## config.mk

```make
export PLATFORM = sky130hd
export DESIGN_NAME = axis_bw_tester
export DESIGN_NICKNAME = d
export VERILOG_FILES = /design/src/rtl/bw_test_pkg.sv /design/src/rtl/axis_seq_checker.sv /design/src/rtl/axis_bw_tester.sv
export SDC_FILE = /design/constraint.sdc
export NUM_CORES = 2
export LEC_CHECK = 0
export CORE_AREA = 2 2 508 510
export DETAILED_ROUTE_END_ITERATION = 8
export DIE_AREA = 0 0 510 512
export PLACE_DENSITY = 0.36
export SLEW_MARGIN = 20
export SYNTH_ARGS = -nofsm -noshare
export SYNTH_HDL_FRONTEND = slang
export SYNTH_SLANG_ARGS = --single-unit
```

## constraint.sdc

```tcl
create_clock -name clock -period 41.9 [get_ports clock]
set_clock_uncertainty 0.05 [all_clocks]
set_input_delay 10.475 -clock clock [delete_from_list [all_inputs] [get_ports clock]]
set_output_delay 10.475 -clock clock [all_outputs]
set_load 0.01 [all_outputs]
```

## src/rtl/bw_test_pkg.sv

```systemverilog
// ---------------------------------------------------------------------------
// bw_test_pkg
// Shared definitions for the AXI-Stream bandwidth tester:
//   LANE_W        width of one pattern lane inside TDATA
//   tx_state_t    generator FSM states
//   sat_inc       saturating increment for counters/timers up to 64 bits
//   pattern_lane  value carried by one lane for a given beat index
// ---------------------------------------------------------------------------
package bw_test_pkg;

    localparam int LANE_W = 32;

    typedef enum logic [0:0] {
        IDLE = 1'b0,
        RUN  = 1'b1
    } tx_state_t;

    // Increment that sticks at the all-ones value of a 'width'-bit counter.
    // Callers widen their counter to 64 bits and truncate the result back.
    function automatic logic [63:0] sat_inc(input logic [63:0] value,
                                            input int unsigned width);
        logic [63:0] max_val;
        max_val = (width >= 64) ? '1 : ((64'd1 << width) - 64'd1);
        return (value >= max_val) ? max_val : value + 64'd1;
    endfunction

    // Lane 'lane' of beat 'base' carries base + lane, wrapping at 32 bits.
    function automatic logic [LANE_W-1:0] pattern_lane(input logic [LANE_W-1:0] base,
                                                       input int unsigned       lane);
        return base + LANE_W'(lane);
    endfunction

endpackage

```

## src/rtl/axis_seq_checker.sv

```systemverilog
// ---------------------------------------------------------------------------
// axis_seq_checker
// Receive-side statistics for the bandwidth tester.
//   clock, resetn   clock and internally synchronised active-low reset
//   clear           one-cycle pulse from an accepted start: restart statistics
//   beat_valid      an IN stream handshake happens this cycle
//   beat_last       TLAST of the handshaking beat
//   beat_data       TDATA of the handshaking beat
//   rx_beats        handshakes since the last clear (saturating)
//   rx_errors       beats whose pattern mismatched (saturating)
//   rx_first_err    expected index of the first mismatching beat, all-ones if none
//   rx_time         cycles from first handshake to TLAST handshake, inclusive
// Optional feature: define BW_TEST_RX_CHECK_EN to build the pattern
// comparators; without it rx_errors is 0 and rx_first_err is all-ones.
// ---------------------------------------------------------------------------
module axis_seq_checker
    import bw_test_pkg::*;
#(
    parameter int DATA_WIDTH  = 512,
    parameter int COUNT_WIDTH = 32,
    parameter int TIME_WIDTH  = 64
) (
    input  logic                   clock,
    input  logic                   resetn,
    input  logic                   clear,
    input  logic                   beat_valid,
    input  logic                   beat_last,
    input  logic [DATA_WIDTH-1:0]  beat_data,
    output logic [COUNT_WIDTH-1:0] rx_beats,
    output logic [COUNT_WIDTH-1:0] rx_errors,
    output logic [COUNT_WIDTH-1:0] rx_first_err,
    output logic [TIME_WIDTH-1:0]  rx_time
);

    localparam int unsigned LANES = DATA_WIDTH / LANE_W;

    // timing: burst in flight, rx_time counting every cycle.
    // timed:  TLAST already seen, rx_time frozen until the next clear.
    logic timing;
    logic timed;

    always_ff @(posedge clock or negedge resetn) begin
        if (!resetn) begin
            rx_beats <= '0;
            rx_time  <= '0;
            timing   <= 1'b0;
            timed    <= 1'b0;
        end else if (clear) begin
            rx_beats <= '0;
            rx_time  <= '0;
            timing   <= 1'b0;
            timed    <= 1'b0;
        end else begin
            if (beat_valid)
                rx_beats <= COUNT_WIDTH'(sat_inc(64'(rx_beats), COUNT_WIDTH));

            if (timing) begin
                rx_time <= TIME_WIDTH'(sat_inc(64'(rx_time), TIME_WIDTH));
                if (beat_valid && beat_last) begin
                    timing <= 1'b0;
                    timed  <= 1'b1;
                end
            end else if (beat_valid && !timed) begin
                rx_time <= TIME_WIDTH'(1);
                // A single-beat burst starts and finishes in the same cycle.
                if (beat_last)
                    timed <= 1'b1;
                else
                    timing <= 1'b1;
            end
        end
    end

`ifdef BW_TEST_RX_CHECK_EN
    logic [COUNT_WIDTH-1:0] exp_idx;
    logic [DATA_WIDTH-1:0]  exp_data;
    logic                   mismatch;

    always_comb begin
        exp_data = '0;
        for (int unsigned i = 0; i < LANES; i++)
            exp_data[i*LANE_W +: LANE_W] = pattern_lane(LANE_W'(exp_idx), i);
    end

    assign mismatch = (beat_data != exp_data);

    always_ff @(posedge clock or negedge resetn) begin
        if (!resetn) begin
            rx_errors    <= '0;
            rx_first_err <= '1;
            exp_idx      <= '0;
        end else if (clear) begin
            rx_errors    <= '0;
            rx_first_err <= '1;
            exp_idx      <= '0;
        end else if (beat_valid) begin
            if (mismatch) begin
                rx_errors <= COUNT_WIDTH'(sat_inc(64'(rx_errors), COUNT_WIDTH));
                if (&rx_first_err)
                    rx_first_err <= exp_idx;
            end
            // The sender restarts its sequence after every TLAST.
            exp_idx <= beat_last ? '0 : exp_idx + COUNT_WIDTH'(1);
        end
    end
`else
    logic unused_data;
    assign unused_data  = ^beat_data;
    assign rx_errors    = '0;
    assign rx_first_err = '1;
`endif

endmodule

```

## src/rtl/axis_bw_tester.sv

```systemverilog
// ---------------------------------------------------------------------------
// axis_bw_tester
// AXI-Stream bandwidth generator/checker for QSFP loopback links.
// The TX side sends beat_count beats of a per-lane sequence (lane i of beat
// n = n + i) with TLAST on the final beat and times the burst; the RX side
// (axis_seq_checker) checks the returning pattern and times it.
// Ports:
//   clock, resetn          clock, asynchronous active-low reset
//   start, beat_count      rising edge of start launches beat_count beats
//   busy, tx_done          burst in progress / final-beat pulse
//   xfer_time              TX cycles from first TVALID to final handshake
//   rx_time, rx_beats,
//   rx_errors, rx_first_err RX statistics since the last start
//   OUT_AXIS_*             generator stream
//   IN_AXIS_*              checker stream (always ready after reset)
// Optional feature: BW_TEST_RX_CHECK_EN enables the RX pattern comparators.
// ---------------------------------------------------------------------------
module axis_bw_tester
    import bw_test_pkg::*;
#(
    parameter int DATA_WIDTH  = 512,
    parameter int COUNT_WIDTH = 32,
    parameter int TIME_WIDTH  = 64
) (
    input  logic                   clock,
    input  logic                   resetn,
    input  logic                   start,
    input  logic [COUNT_WIDTH-1:0] beat_count,
    output logic                   busy,
    output logic                   tx_done,
    output logic [TIME_WIDTH-1:0]  xfer_time,
    output logic [TIME_WIDTH-1:0]  rx_time,
    output logic [COUNT_WIDTH-1:0] rx_beats,
    output logic [COUNT_WIDTH-1:0] rx_errors,
    output logic [COUNT_WIDTH-1:0] rx_first_err,
    output logic [DATA_WIDTH-1:0]  OUT_AXIS_TDATA,
    output logic                   OUT_AXIS_TVALID,
    output logic                   OUT_AXIS_TLAST,
    input  logic                   OUT_AXIS_TREADY,
    input  logic [DATA_WIDTH-1:0]  IN_AXIS_TDATA,
    input  logic                   IN_AXIS_TVALID,
    input  logic                   IN_AXIS_TLAST,
    output logic                   IN_AXIS_TREADY
);

    localparam int unsigned LANES = DATA_WIDTH / LANE_W;

    // Reset asserts asynchronously and releases on the first clock edge.
    // The same flop doubles as IN_AXIS_TREADY, which therefore rises on the
    // first cycle after release and stays high.
    logic rst_sync_n;

    always_ff @(posedge clock or negedge resetn) begin
        if (!resetn)
            rst_sync_n <= 1'b0;
        else
            rst_sync_n <= 1'b1;
    end

    assign IN_AXIS_TREADY = rst_sync_n;

    // ---- start edge detect ----
    tx_state_t              state;
    logic                   start_p1;
    logic                   start_edge;
    logic                   rx_clear;

    assign start_edge = start & ~start_p1;
    assign rx_clear   = start_edge && (state == IDLE);

    // ---- generator ----
    logic [COUNT_WIDTH-1:0] n_total;
    logic [COUNT_WIDTH-1:0] n_idx;
    logic [COUNT_WIDTH-1:0] n_next;
    logic [TIME_WIDTH-1:0]  timer;
    logic [DATA_WIDTH-1:0]  tdata_q;
    logic [DATA_WIDTH-1:0]  next_tdata;
    logic                   tvalid_q;
    logic                   tlast_q;
    logic                   busy_q;
    logic                   done_q;
    logic [TIME_WIDTH-1:0]  xfer_q;
    logic                   tx_hs;

    assign tx_hs  = tvalid_q & OUT_AXIS_TREADY;
    // In IDLE the next beat to present is beat 0; in RUN it is the successor.
    assign n_next = (state == IDLE) ? '0 : n_idx + COUNT_WIDTH'(1);

    always_comb begin
        next_tdata = '0;
        for (int unsigned i = 0; i < LANES; i++)
            next_tdata[i*LANE_W +: LANE_W] = pattern_lane(LANE_W'(n_next), i);
    end

    // TDATA/TLAST are registered and only reload on a handshake, so they
    // hold steady across back-pressure. timer already reads 1 in the first
    // TVALID cycle, so the value latched at the final handshake counts that
    // cycle too.
    always_ff @(posedge clock or negedge rst_sync_n) begin
        if (!rst_sync_n) begin
            state    <= IDLE;
            start_p1 <= 1'b0;
            n_total  <= '0;
            n_idx    <= '0;
            timer    <= '0;
            tdata_q  <= '0;
            tvalid_q <= 1'b0;
            tlast_q  <= 1'b0;
            busy_q   <= 1'b0;
            done_q   <= 1'b0;
            xfer_q   <= '0;
        end else begin
            start_p1 <= start;
            done_q   <= 1'b0;
            case (state)
                IDLE: begin
                    if (start_edge) begin
                        if (beat_count != '0) begin
                            state    <= RUN;
                            busy_q   <= 1'b1;
                            n_total  <= beat_count;
                            n_idx    <= '0;
                            timer    <= TIME_WIDTH'(1);
                            tvalid_q <= 1'b1;
                            tdata_q  <= next_tdata;
                            tlast_q  <= (beat_count == COUNT_WIDTH'(1));
                        end else begin
                            done_q <= 1'b1;
                            xfer_q <= '0;
                        end
                    end
                end
                RUN: begin
                    if (tx_hs && tlast_q) begin
                        state    <= IDLE;
                        busy_q   <= 1'b0;
                        tvalid_q <= 1'b0;
                        tlast_q  <= 1'b0;
                        done_q   <= 1'b1;
                        xfer_q   <= timer;
                    end else begin
                        timer <= TIME_WIDTH'(sat_inc(64'(timer), TIME_WIDTH));
                        if (tx_hs) begin
                            n_idx   <= n_next;
                            tdata_q <= next_tdata;
                            tlast_q <= (n_next == n_total - COUNT_WIDTH'(1));
                        end
                    end
                end
                default: state <= IDLE;
            endcase
        end
    end

    assign OUT_AXIS_TDATA  = tdata_q;
    assign OUT_AXIS_TVALID = tvalid_q;
    assign OUT_AXIS_TLAST  = tlast_q;
    assign busy            = busy_q;
    assign tx_done         = done_q;
    assign xfer_time       = xfer_q;

    // ---- checker ----
    axis_seq_checker #(
        .DATA_WIDTH  (DATA_WIDTH),
        .COUNT_WIDTH (COUNT_WIDTH),
        .TIME_WIDTH  (TIME_WIDTH)
    ) u_checker (
        .clock        (clock),
        .resetn       (rst_sync_n),
        .clear        (rx_clear),
        .beat_valid   (IN_AXIS_TVALID & IN_AXIS_TREADY),
        .beat_last    (IN_AXIS_TLAST),
        .beat_data    (IN_AXIS_TDATA),
        .rx_beats     (rx_beats),
        .rx_errors    (rx_errors),
        .rx_first_err (rx_first_err),
        .rx_time      (rx_time)
    );

endmodule

```

==> impl_results.md <==
* DRT iter0 DRCs at 2,963
* Commonest non-fill, non-tap cell in the layout: dfrtp_1
* Footprint of the multi-input gates at 0.0188 sq mm
* Leakage power at 20.6 nW
* Actual slew at the worst max-slew pin at 1.23 ns
* Final WL at 239,000 microns
* Root buf cell: clkbuf_16
* Critical path depth at 11
* Cell variety after synth at 80
* Flop-to-flop setup slack at 35.00 ns
* Seq pwr share at 32.0%
* Crit path launch type: input pin
* Clk_lat worst skew at 0.78 ns
* Critical Path End Type: flip-flop
* Hold_sp: OUT_AXIS_TDATA[260]
* Crit path time final at 14.56 ns
* RSZ-0062 raised after global routing: false
* Slew HR at 18.0%
* Slowest cell delay on critical path at 0.77 ns
* Simple-gate area share of the yosys netlist at 18.6%
* Worst path cell trace: clkdlybuf4s50_1, nand3_1, and2_1, buf_4, nor2_1, a211o_4, or3_1, nor3_2, nand3_1, nor2_1, mux2i_1
* Post-CTS setup buffers at 0
* Clock power frac at 29.1%
* Buf/Inv on CP at 2
* Hold Path Class: reg -> reg
* Kind of cell adding the most delay to the critical path: simple AND/OR/NAND/NOR gates
* Status: completed
* Most frequent cells in the layout: 762 x dfrtp_1, 757 x nand2_1, 714 x clkdlybuf4s50_1, 595 x o21ai_0, 277 x nor2_1
* Clock-pin slew on the worst setup and hold paths at 0.06 ns
* CTS Buf Count at 105
* Peak supply drop at 46.8 uV
* Avg Vias per Cell at 4.36
* Worst Reg2Reg Path Length in Cells at 12
* R2R Path Start: state
* Reg-to-reg endpoint: OUT_AXIS_TDATA[187]
* Layout filler cell count at 28,100
* Reg area at 0.0191 sq mm
* DR vias at 37,000
* Final Cycle Share at 34.7%
* Switching Fraction at 41.9%
* Top FF cell, synth: dfrtp_1
* Arrival time worst endpoint at 15.17 ns
* PortBufs at 714
* Pint at 1.91 mW
* Mux contribution to synthesized area at 3.53%
* Grt total ovfl at 0
* NumNets Final at 5,575
* H-tree levels at 3
* Combinational share of power at 38.9%
* Crit path max fanout at 35
* Post-Syn Area at 0.0396 sq mm
* Initial antenna violation count at 55
* Chip Height at 512 microns
* Largest family of logic cells by synthesized area: simple AND/OR/NAND/NOR gates
* Final setup violation count at 0
* Core Rows at 186
* Post-route total power at 3.28 mW
* Post-synth EDFFs at 0
* Mapped Cells at 4,409
* Initial Util at 15.5%
* Hold slack final at 0.424 ns
* Hold-fix buffers, CTS at 0
* Ports at 1,291
* Clock Sinks at 764
* TritonCTS clock tree: done
* Largest net degree at the start of global routing at 183
* GPL Wtd Cong at 0.865
* Synthesis-stage register bit count at 764
* Synth Area in Compound Gates at 17.7%
* CP max stage cell: nor3_2
* Final hold violations at 0
* Worst Setup EP: OUT_AXIS_TDATA[272]
* Syn. warnings at 0
* WL per Instance at 28.1 microns
* Vias in the first global route at 35,800
* Area grow syn2layout at 37.1%
* First-pass GRT wire length at 320,000 microns
* Setup TNS at 0 ns
* Post-CTS sizing at 0
* Async S/R FF share, synth at 100%
* Layout cells sized above 1 at 8.80%
* XOR/XNOR Fraction of Synth Area at 5.64%
* Core ar. at 0.256 sq mm
* Worst Setup SP: OUT_AXIS_TREADY
* Worst setup path class: in -> reg
* Sequential area share after synthesis at 48.3%
* GRT Overall Usage at 17.7%
* Required time of the critical path at 42.51 ns
* DRC violations left at 0
* Synth Area per Inst at 8.97 sq um
* # Max-Cap Violations at 0
* CTS max path bufs at 3
* Detailed placement HPWL at 182,000 microns
* Die Area at 0.261 sq mm
* Fmax at 68.7 MHz
* Pwr Density at 60.5 mW/mm^2
* Drt pass-1 iters at 6
* Final Max Slew Viols at 0
* Final ANT Viol Nets at 0
* Synthesized-area fraction occupied by adder cells at 0.601%
* Die width at 510 microns
* Sw power at 1.38 mW
[how the worst min path moves through the flow]
stage,end,slack (ns),depth (start not counted)
after CTS,OUT_AXIS_TDATA[27],0.43,1
after floorplan,n_idx[31],0.41,1
after global routing,OUT_AXIS_TDATA[255],0.45,2
after detailed placement,OUT_AXIS_TDATA[14],0.42,1
final,OUT_AXIS_TDATA[260],0.42,2
after global placement,OUT_AXIS_TDATA[484],0.41,2
[area by class of cell]
| class | instances | area share, % |
|---|---|---|
| sequential | 764 | 35.3 |
| tap | 3384 | 7.81 |
| antenna | 24 | 0.111 |
| timing repair buffer | 843 | 15.1 |
| multi-input combinational | 3242 | 34.7 |
| clock inverter | 39 | 0.923 |
| inverter | 50 | 0.346 |
| clock buffer | 151 | 5.72 |
[per-layer routing]
layer / GRT usage [%] / routed length, microns / vias to the layer above
met4: 4.81 / 6060 / 16
met2: 24.1 / 93700 / 1474
met5: 0 / 90 / -
met1: 24.7 / 110000 / 18600
met3: 8.10 / 28500 / 239
li1: - / - / 16700
[power by group through the flow]
stage | combinational [mW] | clock, mW | sequential, mW
finish | 1.28 | 0.956 | 1.05
global route | 1.40 | 1.02 | 1.07
global placement | 1.28 | 0 | 1.06
floorplan | 0.567 | 0 | 1.06
CTS | 1.29 | 0.990 | 1.06
detailed placement | 1.29 | 0 | 1.06
[stage by stage]
step | std cells | area (sq um) | utilization, % | worst slack, ns
5_1_grt | 8480 | 54200 | 21.2 | 27.07
2_1_floorplan | 4472 | 39800 | - | 14.50
3_3_place_gp | 8282 | 50500 | 19.8 | 26.36
6_report | 8497 | 54200 | 21.2 | 27.34
4_1_cts | 8472 | 54100 | 21.2 | 27.24
3_5_place_dp | 8282 | 50500 | 19.8 | 26.36
[state kept, by name, indices dropped and copies added (netlist names), 25 cells and up]
name,count
xfer_time,64
OUT_AXIS_TDATA,475
u_checker.rx_beats,32
n_idx,25
n_total,32
timer,64
u_checker.rx_time,64
[synthesized netlist by cell type (6+ instances only)]
cell type | n | area share, %
a211o_1 | 6 | 0.13
a211oi_1 | 21 | 0.40
a21o_1 | 23 | 0.44
a21oi_1 | 129 | 1.6
a221o_1 | 10 | 0.25
a22o_1 | 19 | 0.42
a311oi_1 | 20 | 0.44
a31oi_1 | 40 | 0.63
and2_1 | 23 | 0.36
and3_1 | 42 | 0.66
and4_1 | 18 | 0.40
buf_1 | 28 | 0.27
buf_2 | 14 | 0.18
buf_4 | 110 | 2.1
clkbuf_1 | 261 | 2.5
dfrtp_1 | 764 | 48
ha_1 | 19 | 0.60
inv_1 | 47 | 0.45
mux2_2 | 35 | 1.0
mux2i_1 | 100 | 2.5
nand2_1 | 759 | 7.2
nand2b_1 | 25 | 0.40
nand3_1 | 147 | 1.9
nand4_1 | 61 | 0.96
nor2_1 | 285 | 2.7
nor2b_1 | 7 | 0.11
nor3_1 | 104 | 1.3
nor3_2 | 6 | 0.15
nor4_1 | 53 | 0.84
o211a_1 | 10 | 0.25
o211ai_1 | 63 | 1.2
o21a_1 | 22 | 0.42
o21ai_0 | 599 | 7.6
o21ai_1 | 16 | 0.20
o221a_2 | 9 | 0.26
o221ai_1 | 60 | 1.3
o22ai_1 | 8 | 0.13
o31a_1 | 6 | 0.13
o31ai_1 | 65 | 1.2
or2_2 | 17 | 0.27
or3_1 | 22 | 0.35
or4_1 | 16 | 0.30
xnor2_1 | 199 | 4.4
xor2_1 | 53 | 1.2
[logic make-up (layout without fill, tap and decap cells)]
group,Yosys count,count (layout)
XOR/XNOR,253,253
multiplexers,135,135
AO/OA/AOI/OAI,1155,1155
other,2,89
flip-flops,764,764
buffers and inverters,466,1083
adder cells (fa/ha/maj),19,19
AND/OR/NAND/NOR,1615,1615
[tightest hold or removal path, cell delays in order (launching register included)]
cell	delay [ns]
dfrtp_1	0.33
nand2_1	0.05
o21ai_0	0.06
Note: power is estimated with default switching activity, not from simulation.
